## src/rtl/clk_gate_ctrl_if.sv

```systemverilog
`default_nettype none
// ============================================================================
// Module   : clk_gate_ctrl_if
// Brief    : Requester/controller bundle for the clock-gating controller.
// Revision : 1.0 - initial release
// ============================================================================
interface clk_gate_ctrl_if #(
    parameter int NUM_REQ = 4,
    parameter int WCNT_W  = 16
) ();
    logic [NUM_REQ-1:0] req;
    logic               busy;
    logic               force_on;
    logic               clk_en;
    logic               ready;
    logic               gated;
    logic [WCNT_W-1:0]  wake_count;

    // Requester / software side: drives demand, observes enable and status.
    modport master (
        output req,
        output busy,
        output force_on,
        input  clk_en,
        input  ready,
        input  gated,
        input  wake_count
    );

    // Controller side.
    modport slave (
        input  req,
        input  busy,
        input  force_on,
        output clk_en,
        output ready,
        output gated,
        output wake_count
    );
endinterface
`default_nettype wire

```

## src/rtl/clk_gate_ctrl.sv

```systemverilog
`default_nettype none
// ============================================================================
// Module   : clk_gate_ctrl
// Brief    : ICG enable sequencer with wake settling, idle gate-off and
//            one-cycle ready-low warning before the clock stops.
// Revision : 1.0 - initial release
// ============================================================================
module clk_gate_ctrl #(
    parameter int NUM_REQ     = 4,
    parameter int IDLE_CYCLES = 16,
    parameter int WAKE_CYCLES = 2,
    parameter int WCNT_W      = 16
) (
    input  logic            clk,
    input  logic            rst,
    clk_gate_ctrl_if.slave  bus
);

    localparam int c_IDLE_W = (IDLE_CYCLES > 1) ? $clog2(IDLE_CYCLES) : 1;
    localparam int c_WAKE_W = (WAKE_CYCLES > 1) ? $clog2(WAKE_CYCLES) : 1;

    localparam logic [c_IDLE_W-1:0] c_IDLE_LAST = c_IDLE_W'(IDLE_CYCLES - 1);
    localparam logic [c_WAKE_W-1:0] c_WAKE_LAST = c_WAKE_W'(WAKE_CYCLES - 1);

    typedef enum logic [1:0] {
        ST_OFF    = 2'd0,
        ST_WAKE   = 2'd1,
        ST_ON     = 2'd2,
        ST_PREOFF = 2'd3
    } state_t;

    state_t              state_q, state_d;
    logic [c_IDLE_W-1:0] idle_cnt_q, idle_cnt_d;
    logic [c_WAKE_W-1:0] wake_cnt_q, wake_cnt_d;
    logic [WCNT_W-1:0]   wake_count_q, wake_count_d;
    logic                clk_en_q, clk_en_d;
    logic                ready_q, ready_d;
    logic                gated_q, gated_d;
    logic                w_act;

    assign w_act = (|bus.req) | bus.busy | bus.force_on;

    always_comb begin
        state_d      = state_q;
        idle_cnt_d   = idle_cnt_q;
        wake_cnt_d   = wake_cnt_q;
        wake_count_d = wake_count_q;

        case (state_q)
            ST_OFF: begin
                idle_cnt_d = '0;
                wake_cnt_d = '0;
                if (w_act) begin
                    state_d = ST_WAKE;
                    if (wake_count_q != {WCNT_W{1'b1}}) begin
                        wake_count_d = wake_count_q + 1'b1;
                    end
                end
            end
            ST_WAKE: begin
                // Activity is irrelevant here: the clock must settle regardless.
                idle_cnt_d = '0;
                if (wake_cnt_q == c_WAKE_LAST) begin
                    state_d    = ST_ON;
                    wake_cnt_d = '0;
                end else begin
                    wake_cnt_d = wake_cnt_q + 1'b1;
                end
            end
            ST_ON: begin
                wake_cnt_d = '0;
                if (w_act) begin
                    idle_cnt_d = '0;
                end else if (idle_cnt_q == c_IDLE_LAST) begin
                    state_d    = ST_PREOFF;
                    idle_cnt_d = '0;
                end else begin
                    idle_cnt_d = idle_cnt_q + 1'b1;
                end
            end
            ST_PREOFF: begin
                idle_cnt_d = '0;
                wake_cnt_d = '0;
                state_d    = w_act ? ST_ON : ST_OFF;
            end
            default: begin
                state_d    = ST_OFF;
                idle_cnt_d = '0;
                wake_cnt_d = '0;
            end
        endcase
    end

    // Outputs are registered from the next state so they change only on posedge
    // and line up exactly with the state register.
    always_comb begin
        clk_en_d = (state_d != ST_OFF);
        ready_d  = (state_d == ST_ON);
        gated_d  = (state_d == ST_OFF);
    end

    always_ff @(posedge clk) begin
        if (rst) begin
            state_q      <= ST_OFF;
            idle_cnt_q   <= '0;
            wake_cnt_q   <= '0;
            wake_count_q <= '0;
            clk_en_q     <= 1'b0;
            ready_q      <= 1'b0;
            gated_q      <= 1'b1;
        end else begin
            state_q      <= state_d;
            idle_cnt_q   <= idle_cnt_d;
            wake_cnt_q   <= wake_cnt_d;
            wake_count_q <= wake_count_d;
            clk_en_q     <= clk_en_d;
            ready_q      <= ready_d;
            gated_q      <= gated_d;
        end
    end

    assign bus.clk_en     = clk_en_q;
    assign bus.ready      = ready_q;
    assign bus.gated      = gated_q;
    assign bus.wake_count = wake_count_q;

    a_ready_needs_clk : assert property (@(posedge clk) disable iff (rst)
        !clk_en_q |-> !ready_q);

endmodule
`default_nettype wire

```

## src/flat_wrapper.sv

```systemverilog
// flat-port wrapper written by rule: the top's interface ports become plain ports
module clk_gate_ctrl_flat 
#(
    parameter int NUM_REQ     = 4,
    parameter int IDLE_CYCLES = 16,
    parameter int WAKE_CYCLES = 2,
    parameter int WCNT_W      = 16
)
  (clk, rst, bus_req, bus_busy, bus_force_on, bus_clk_en, bus_ready, bus_gated, bus_wake_count);
  clk_gate_ctrl_if #(.NUM_REQ(NUM_REQ), .WCNT_W(WCNT_W)) bus_i ();
  input  logic clk;
  input  logic rst;
  input wire logic [$bits(bus_i.req)-1:0] bus_req;
  input wire logic [$bits(bus_i.busy)-1:0] bus_busy;
  input wire logic [$bits(bus_i.force_on)-1:0] bus_force_on;
  output wire logic [$bits(bus_i.clk_en)-1:0] bus_clk_en;
  output wire logic [$bits(bus_i.ready)-1:0] bus_ready;
  output wire logic [$bits(bus_i.gated)-1:0] bus_gated;
  output wire logic [$bits(bus_i.wake_count)-1:0] bus_wake_count;
  assign bus_i.req = bus_req;
  assign bus_i.busy = bus_busy;
  assign bus_i.force_on = bus_force_on;
  assign bus_clk_en = bus_i.clk_en;
  assign bus_ready = bus_i.ready;
  assign bus_gated = bus_i.gated;
  assign bus_wake_count = bus_i.wake_count;
  clk_gate_ctrl #(.NUM_REQ(NUM_REQ), .IDLE_CYCLES(IDLE_CYCLES), .WAKE_CYCLES(WAKE_CYCLES), .WCNT_W(WCNT_W)) u_core (.clk(clk), .rst(rst), .bus(bus_i));
endmodule
```

## config.mk

```make
export PLATFORM = sky130hd
export DESIGN_NAME = clk_gate_ctrl_flat
export DESIGN_NICKNAME = d
export VERILOG_FILES = /design/src/rtl/clk_gate_ctrl_if.sv /design/src/rtl/clk_gate_ctrl.sv /design/src/flat_wrapper.sv
export SDC_FILE = /design/constraint.sdc
export NUM_CORES = 1
export LEC_CHECK = 0
export CORE_ASPECT_RATIO = 1.4
export CORE_MARGIN = 2
export CORE_UTILIZATION = 40
export CTS_CLUSTER_SIZE = 10
export DETAILED_ROUTE_END_ITERATION = 10
export PLACE_DENSITY_LB_ADDON = 0.15
export SLEW_MARGIN = 20
export SYNTH_ARGS = -nofsm -noshare
export SYNTH_HDL_FRONTEND = slang
export SYNTH_SLANG_ARGS = --single-unit
```

## constraint.sdc

```tcl
create_clock -name clk -period 2.29 [get_ports clk]
set_input_delay 0.3435 -clock clk [delete_from_list [all_inputs] [get_ports clk]]
set_output_delay 0.3435 -clock clk [all_outputs]
set_load 0.05 [all_outputs]
```

==> results of run 1 <==
## synth_stat cells, types with 3 or more instances
| cell type | n | area [sq um] |
|---|---|---|
| dfxtp_1 | 26 | 520.5 |
| o31ai_1 | 7 | 52.55 |
| inv_1 | 6 | 22.52 |
| and3_1 | 4 | 25.02 |
| nor3_1 | 3 | 15.01 |
| nor2_1 | 14 | 52.55 |
| ha_1 | 7 | 87.58 |
| a21oi_1 | 10 | 50.05 |
| nand2_1 | 8 | 30.03 |
| xor2_1 | 3 | 26.28 |
| nand4_1 | 3 | 18.77 |
| or4_1 | 8 | 60.06 |
| nand3_1 | 8 | 40.04 |
## layer usage
layer	wire length [um]	global-route usage (%)	up-vias	share of wire (%)
met5	0	0	-	0
met4	70	9.117	0	2.4
met3	114	2.049	6	3.9
met2	1559	30.00	28	53
met1	1173	18.54	542	40
li1	-	-	589	-
## power by group
group          leakage [nW]  switching [mW]  internal [mW]
Sequential            0.211          0.0189          0.472
Clock                0.0216           0.136          0.118
Combinational         0.366           0.125         0.0703
Total                 0.599           0.279          0.660
## cells by family (layout without fill, tap and decap cells)
kind of cell    count (synthesis)  after routing  synth area share [%]
simple gates                   66             66                 30.78
compound gates                 29             29                 14.79
flops                          26             26                 38.45
buf+inv                        11             37                 4.436
mux                             2              2                 1.848
fa+ha+maj                       7              7                 6.469
xor+xnor                        5              5                 3.235
## registers in the layout (all words and copies together), names as in the netlist
| signal | flops |
|---|---|
| u_core.bus.clk_en | 1 |
| u_core.bus.gated | 1 |
| u_core.bus.ready | 1 |
| u_core.bus.wake_count | 16 |
| u_core.idle_cnt_q | 4 |
| u_core.state_q | 2 |
| u_core.wake_cnt_q | 1 |
## layout make-up
type                    count  area share, %
repair buffers             28          16.36
multi-input cells         109          45.95
flip-flops and latches     26          30.93
well taps                  40          2.974
inverters                   6          1.338
clock buffers               3          2.454
## worst max path at each step
stage	end	from	slack (ps)	cells past startpoint
3_3_place_gp	u_core.bus.wake_count[11]	bus_busy	170	6
2_1_floorplan	u_core.bus.wake_count[1]	u_core.bus.wake_count[3]	280	7
4_1_cts	bus_wake_count[2]	u_core.bus.wake_count[2]	290	1
5_1_grt	u_core.bus.wake_count[11]	u_core.bus.wake_count[0]	190	5
3_5_place_dp	u_core.bus.wake_count[11]	bus_busy	130	6
6_report	bus_wake_count[7]	u_core.bus.wake_count[7]	310	1
## per-stage QoR
stage          utilization, %  cells  setup WS (ps)
2_1_floorplan               -    146          278.6
6_report                50.75    212          305.2
3_5_place_dp            49.51    209          127.5
5_1_grt                 50.75    212          191.9
4_1_cts                 50.75    212          290.4
3_3_place_gp            49.51    209          168.3
==> flow_summary_export.csv, run 1 <==
group,metric,value,unit
status,status,"finished clean",
sta,max_clock_freq,503.8,MHz
clock_tree,root_buffer,"clkbuf_8",
critical_path,required,1950,ps
routing,drtIter0Drc,39,
synthesis,ys_async_sr_fraction,0,%
sta,finalCritPeriodShare,86.67,%
floorplanning,start_util,40.83,%
finish,syn_to_final_growth,24.31,%
power_and_ir_drop,vdd_ir_drop_max,0.2895,mV
worst_hold_path,min-delay-start,"u_core.idle_cnt_q[0]",
clock_tree,cts_sinks,26,
place,dp_hpwl,2181,um
grt,grt_max_degree,23,
floorplanning,core_area,0.003316,sq mm
synthesis,syn_area,0.001354,sq mm
critical_path,rrSetupSlack,320,ps
grt,grt_antenna_before_repair,0,
synthesis,seq_area_frac_synth,38.45,%
clock_tree,cts_buffers,3,
sta,worst_pin_slew,512.5,ps
finish,diodes,0,
finish,final_area,0.001683,sq mm
critical_path,r2r-start,"u_core.bus.wake_count[0]",
floorplanning,die_w,53.17,um
finish,fillCellCount,336,
clock_tree,insertion_delay,270,ps
sta,tns,0,ps
grt,track_usage,16.74,%
synthesis,yosys_warnings,0,
critical_path,critical-path-slowest-cell,"clkdlybuf4s50_1",
routing,ant_nets,0,
finish,final_cell_mix,"26 x clkdlybuf4s50_1, 26 x dfxtp_1, 14 x nor2_1, 10 x a21oi_1",
routing,viasPerCell,5.495,
floorplanning,dieArea,0.003873,sq mm
synthesis,synth_seq_cells,26,
sta,hold_violations,0,
floorplanning,rows,25,
worst_hold_path,holdPathStages,1,
routing,drc,0,
sta,slew_viol_final,0,
grt,grt_pass1_vias,1076,
finish,drive_gt1_share,10.47,%
clock_tree,cts_buffer_depth,2,
sta,skew,2.374,ps
critical_path,worst-path-max-fanout,7,
critical_path,crit_path_end_kind,"output pin",
clock_tree,path_clk_slew,80,ps
grt,overflow,0,
sta,whs,457.6,ps
power_and_ir_drop,p_leak,0.5992,nW
critical_path,max_stage_delay,860,ps
finish,final_nets,189,
place,portBuffers,26,
synthesis,synthFlopType,"dfxtp_1",
routing,routed_wirelength,2917,um
sta,min_period,1985,ps
finish,regArea,520.5,sq um
critical_path,r2r-end,"u_core.bus.wake_count[11]",
grt,grt_pass1_wl,4809,um
critical_path,worstPathCellList,"clkdlybuf4s50_1",
clock_tree,post-cts-setup-buffers,0,
place,gp_congestion,0.7712,
sta,worst_slew_margin_rel,65.71,%
sta,setup_violations,0,
clock_tree,cts_resized,0,
clock_tree,tritoncts,"done",
worst_hold_path,hold_end,"u_core.idle_cnt_q[0]",
synthesis,syn_area_per_cell,9.273,sq um
finish,multiInputGateArea,773.2,sq um
routing,firstDrtPassIters,4,
sta,rsz0062_at_grt,"no",
floorplanning,boundaryPins,27,
clock_tree,cts_hold_buf,0,
critical_path,r2r_cells,5,
critical_path,cp.arrival,1640,ps
power_and_ir_drop,power.total,0.9391,mW
flow_run,drv_cap,0,
floorplanning,die_h,72.84,um
synthesis,synth_fp_nets,161,
synthesis,yosysUniqueCellTypes,41,
critical_path,cp_num_buf_inv,1,
critical_path,path_class,"reg -> out",
clock_tree,cts_max_level,1,
place,dpl-instance-area,0.001642,sq mm
critical_path,startpoint_type,"flop",
synthesis,netlist_instances,146,
synthesis,synth_edf_count,0,
critical_path,cp_top_family,"buffers and inverters",
power_and_ir_drop,power_per_cell_area,558.0,mW/mm^2
worst_hold_path,hold_path_class,"reg -> reg",
routing,num_vias,1165,
routing,wl_per_cell,13.76,um
No activity file was read; power rests on OpenSTA's default activity.
==> run 2: changes to the inputs <==
- CTS_CLUSTER_SIZE: 10 -> 12
- REMOVE_ABC_BUFFERS: not set -> 1
==> flow_summary_export.csv, run 2 (synthesized netlist as in run 1, its figures left out) <==
group,metric,value,unit
status,status,"finished clean",
place,gp_congestion,0.8300,
sta,finalCritPeriodShare,87.16,%
power_and_ir_drop,vdd_ir_drop_max,0.2961,mV
routing,viasPerCell,5.479,
routing,drtIter0Drc,36,
critical_path,required,1950,ps
sta,hold_violations,0,
floorplanning,boundaryPins,27,
finish,final_cell_mix,"26 x clkdlybuf4s50_1, 26 x dfxtp_1, 14 x nor2_1, 10 x a21oi_1",
finish,final_nets,188,
critical_path,path_class,"reg -> out",
critical_path,cp_top_family,"buffers and inverters",
sta,skew,5.802,ps
routing,num_vias,1156,
worst_hold_path,hold_path_class,"reg -> reg",
clock_tree,cts_max_level,1,
sta,rsz0062_at_grt,"no",
power_and_ir_drop,power_frac_comb,20.7,%
clock_tree,cts_buffer_depth,2,
finish,largest_reg_flops,16,
power_and_ir_drop,p_leak,0.5937,nW
routing,ant_nets,0,
critical_path,startpoint_type,"flop",
floorplanning,dieArea,0.003873,sq mm
sta,setup_violations,0,
grt,grt_antenna_before_repair,0,
floorplanning,die_w,53.17,um
critical_path,path_depth,1,
finish,diodes,0,
critical_path,cp-endpoint,"bus_wake_count[7]",
routing,routed_wirelength,2786,um
sta,slew_viol_final,0,
critical_path,cp.arrival,1650,ps
worst_hold_path,min-delay-start,"u_core.wake_cnt_q",
routing,drc,0,
grt,overflow,0,
grt,grt_pass1_vias,1179,
power_and_ir_drop,switchingPower,0.2770,mW
place,portBuffers,26,
routing,firstDrtPassIters,4,
sta,worst_pin_slew,530.2,ps
sta,max_clock_freq,501.0,MHz
floorplanning,start_util,40.83,%
clock_tree,root_buffer,"clkbuf_8",
floorplanning,rows,25,
clock_tree,post-cts-setup-buffers,0,
power_and_ir_drop,p_seq_share,52.3,%
critical_path,rrSetupSlack,340,ps
power_and_ir_drop,p_clk_share,27.0,%
critical_path,worstSetupStartpoint,"u_core.bus.wake_count[7]",
grt,grt_pass1_wl,5030,um
routing,wl_per_cell,13.20,um
critical_path,worstPathCellList,"clkdlybuf4s50_1",
finish,syn_to_final_growth,23.75,%
grt,track_usage,16.94,%
sta,min_period,1996,ps
finish,regArea,520.5,sq um
critical_path,crit_path_end_kind,"output pin",
finish,multiInputGateArea,773.2,sq um
finish,fillCellCount,354,
finish,drive_gt1_share,9.942,%
grt,grt_max_degree,23,
critical_path,r2r_cells,5,
critical_path,cp_num_buf_inv,1,
clock_tree,cts_hold_buf,0,
floorplanning,core_area,0.003316,sq mm
floorplanning,die_h,72.84,um
critical_path,critical-path-slowest-cell,"clkdlybuf4s50_1",
clock_tree,cts_buffers,3,
worst_hold_path,holdPathStages,1,
flow_run,drv_cap,0,
clock_tree,insertion_delay,270,ps
sta,worst_slew_margin_rel,64.52,%
sta,tns,0,ps
power_and_ir_drop,p_int,0.6595,mW
clock_tree,path_clk_slew,90,ps
power_and_ir_drop,switching_share,29.58,%
clock_tree,cts_resized,0,
power_and_ir_drop,power_per_cell_area,559.0,mW/mm^2
critical_path,r2r-end,"u_core.bus.wake_count[11]",
critical_path,max_stage_delay,870,ps
critical_path,r2r-start,"u_core.bus.wake_count[3]",
clock_tree,tritoncts,"done",
clock_tree,cts_sinks,26,
place,dp_hpwl,2172,um
critical_path,worst-path-max-fanout,7,
finish,utilization,50.53,%
run 2: cell count changes in the layout (fill, tap and decap cells not counted):
cell / delta
buf_4: -1
run 2: worst min-delay path by stage:
| stage | slack, ps | end |
|---|---|---|
| final | 460 | u_core.wake_cnt_q |
| after global routing | 470 | u_core.wake_cnt_q |
| after CTS | 460 | u_core.wake_cnt_q |
| after detailed placement | 440 | u_core.wake_cnt_q |
| after global placement | 430 | u_core.idle_cnt_q[0] |
| after floorplan | 410 | u_core.bus.wake_count[10] |
run 2: power by group through the flow:
stage	logic, mW	registers [mW]	clock network, mW
after floorplan	0.0765	0.548	0
after global placement	0.192	0.500	0
after detailed placement	0.194	0.501	0
after CTS	0.195	0.490	0.266
after global routing	0.211	0.494	0.282
final	0.194	0.490	0.253
run 2: layout make-up:
type / instances / area share [%]
sequential: 26 / 31.07
inverter: 6 / 1.344
multi-input combinational: 109 / 46.15
tap: 40 / 2.987
timing repair buffer: 27 / 15.98
clock buffer: 3 / 2.465
run 2: routing by layer:
metal	routed length (um)	share of wire (%)	up-vias	GRT usage [%]
met4	46	1.7	0	6.838
met2	1485	53	22	30.83
met1	1167	42	539	19.41
met3	87	3.1	6	2.049
met5	0	0	-	0
li1	-	-	589	-
run 2: through the flow:
step	setup WS, ps	instance area [sq um]	power (mW)	hold WS, ps	std cells
floorplan	151.9	1316	0.6246	412.6	141
global placement	166.4	1634	0.6923	428.8	208
detailed placement	134.7	1634	0.6949	441.0	208
CTS	262.4	1675	0.9512	457.6	211
global route	167.3	1675	0.9867	472.9	211
finish	294.0	1675	0.9365	458.8	211
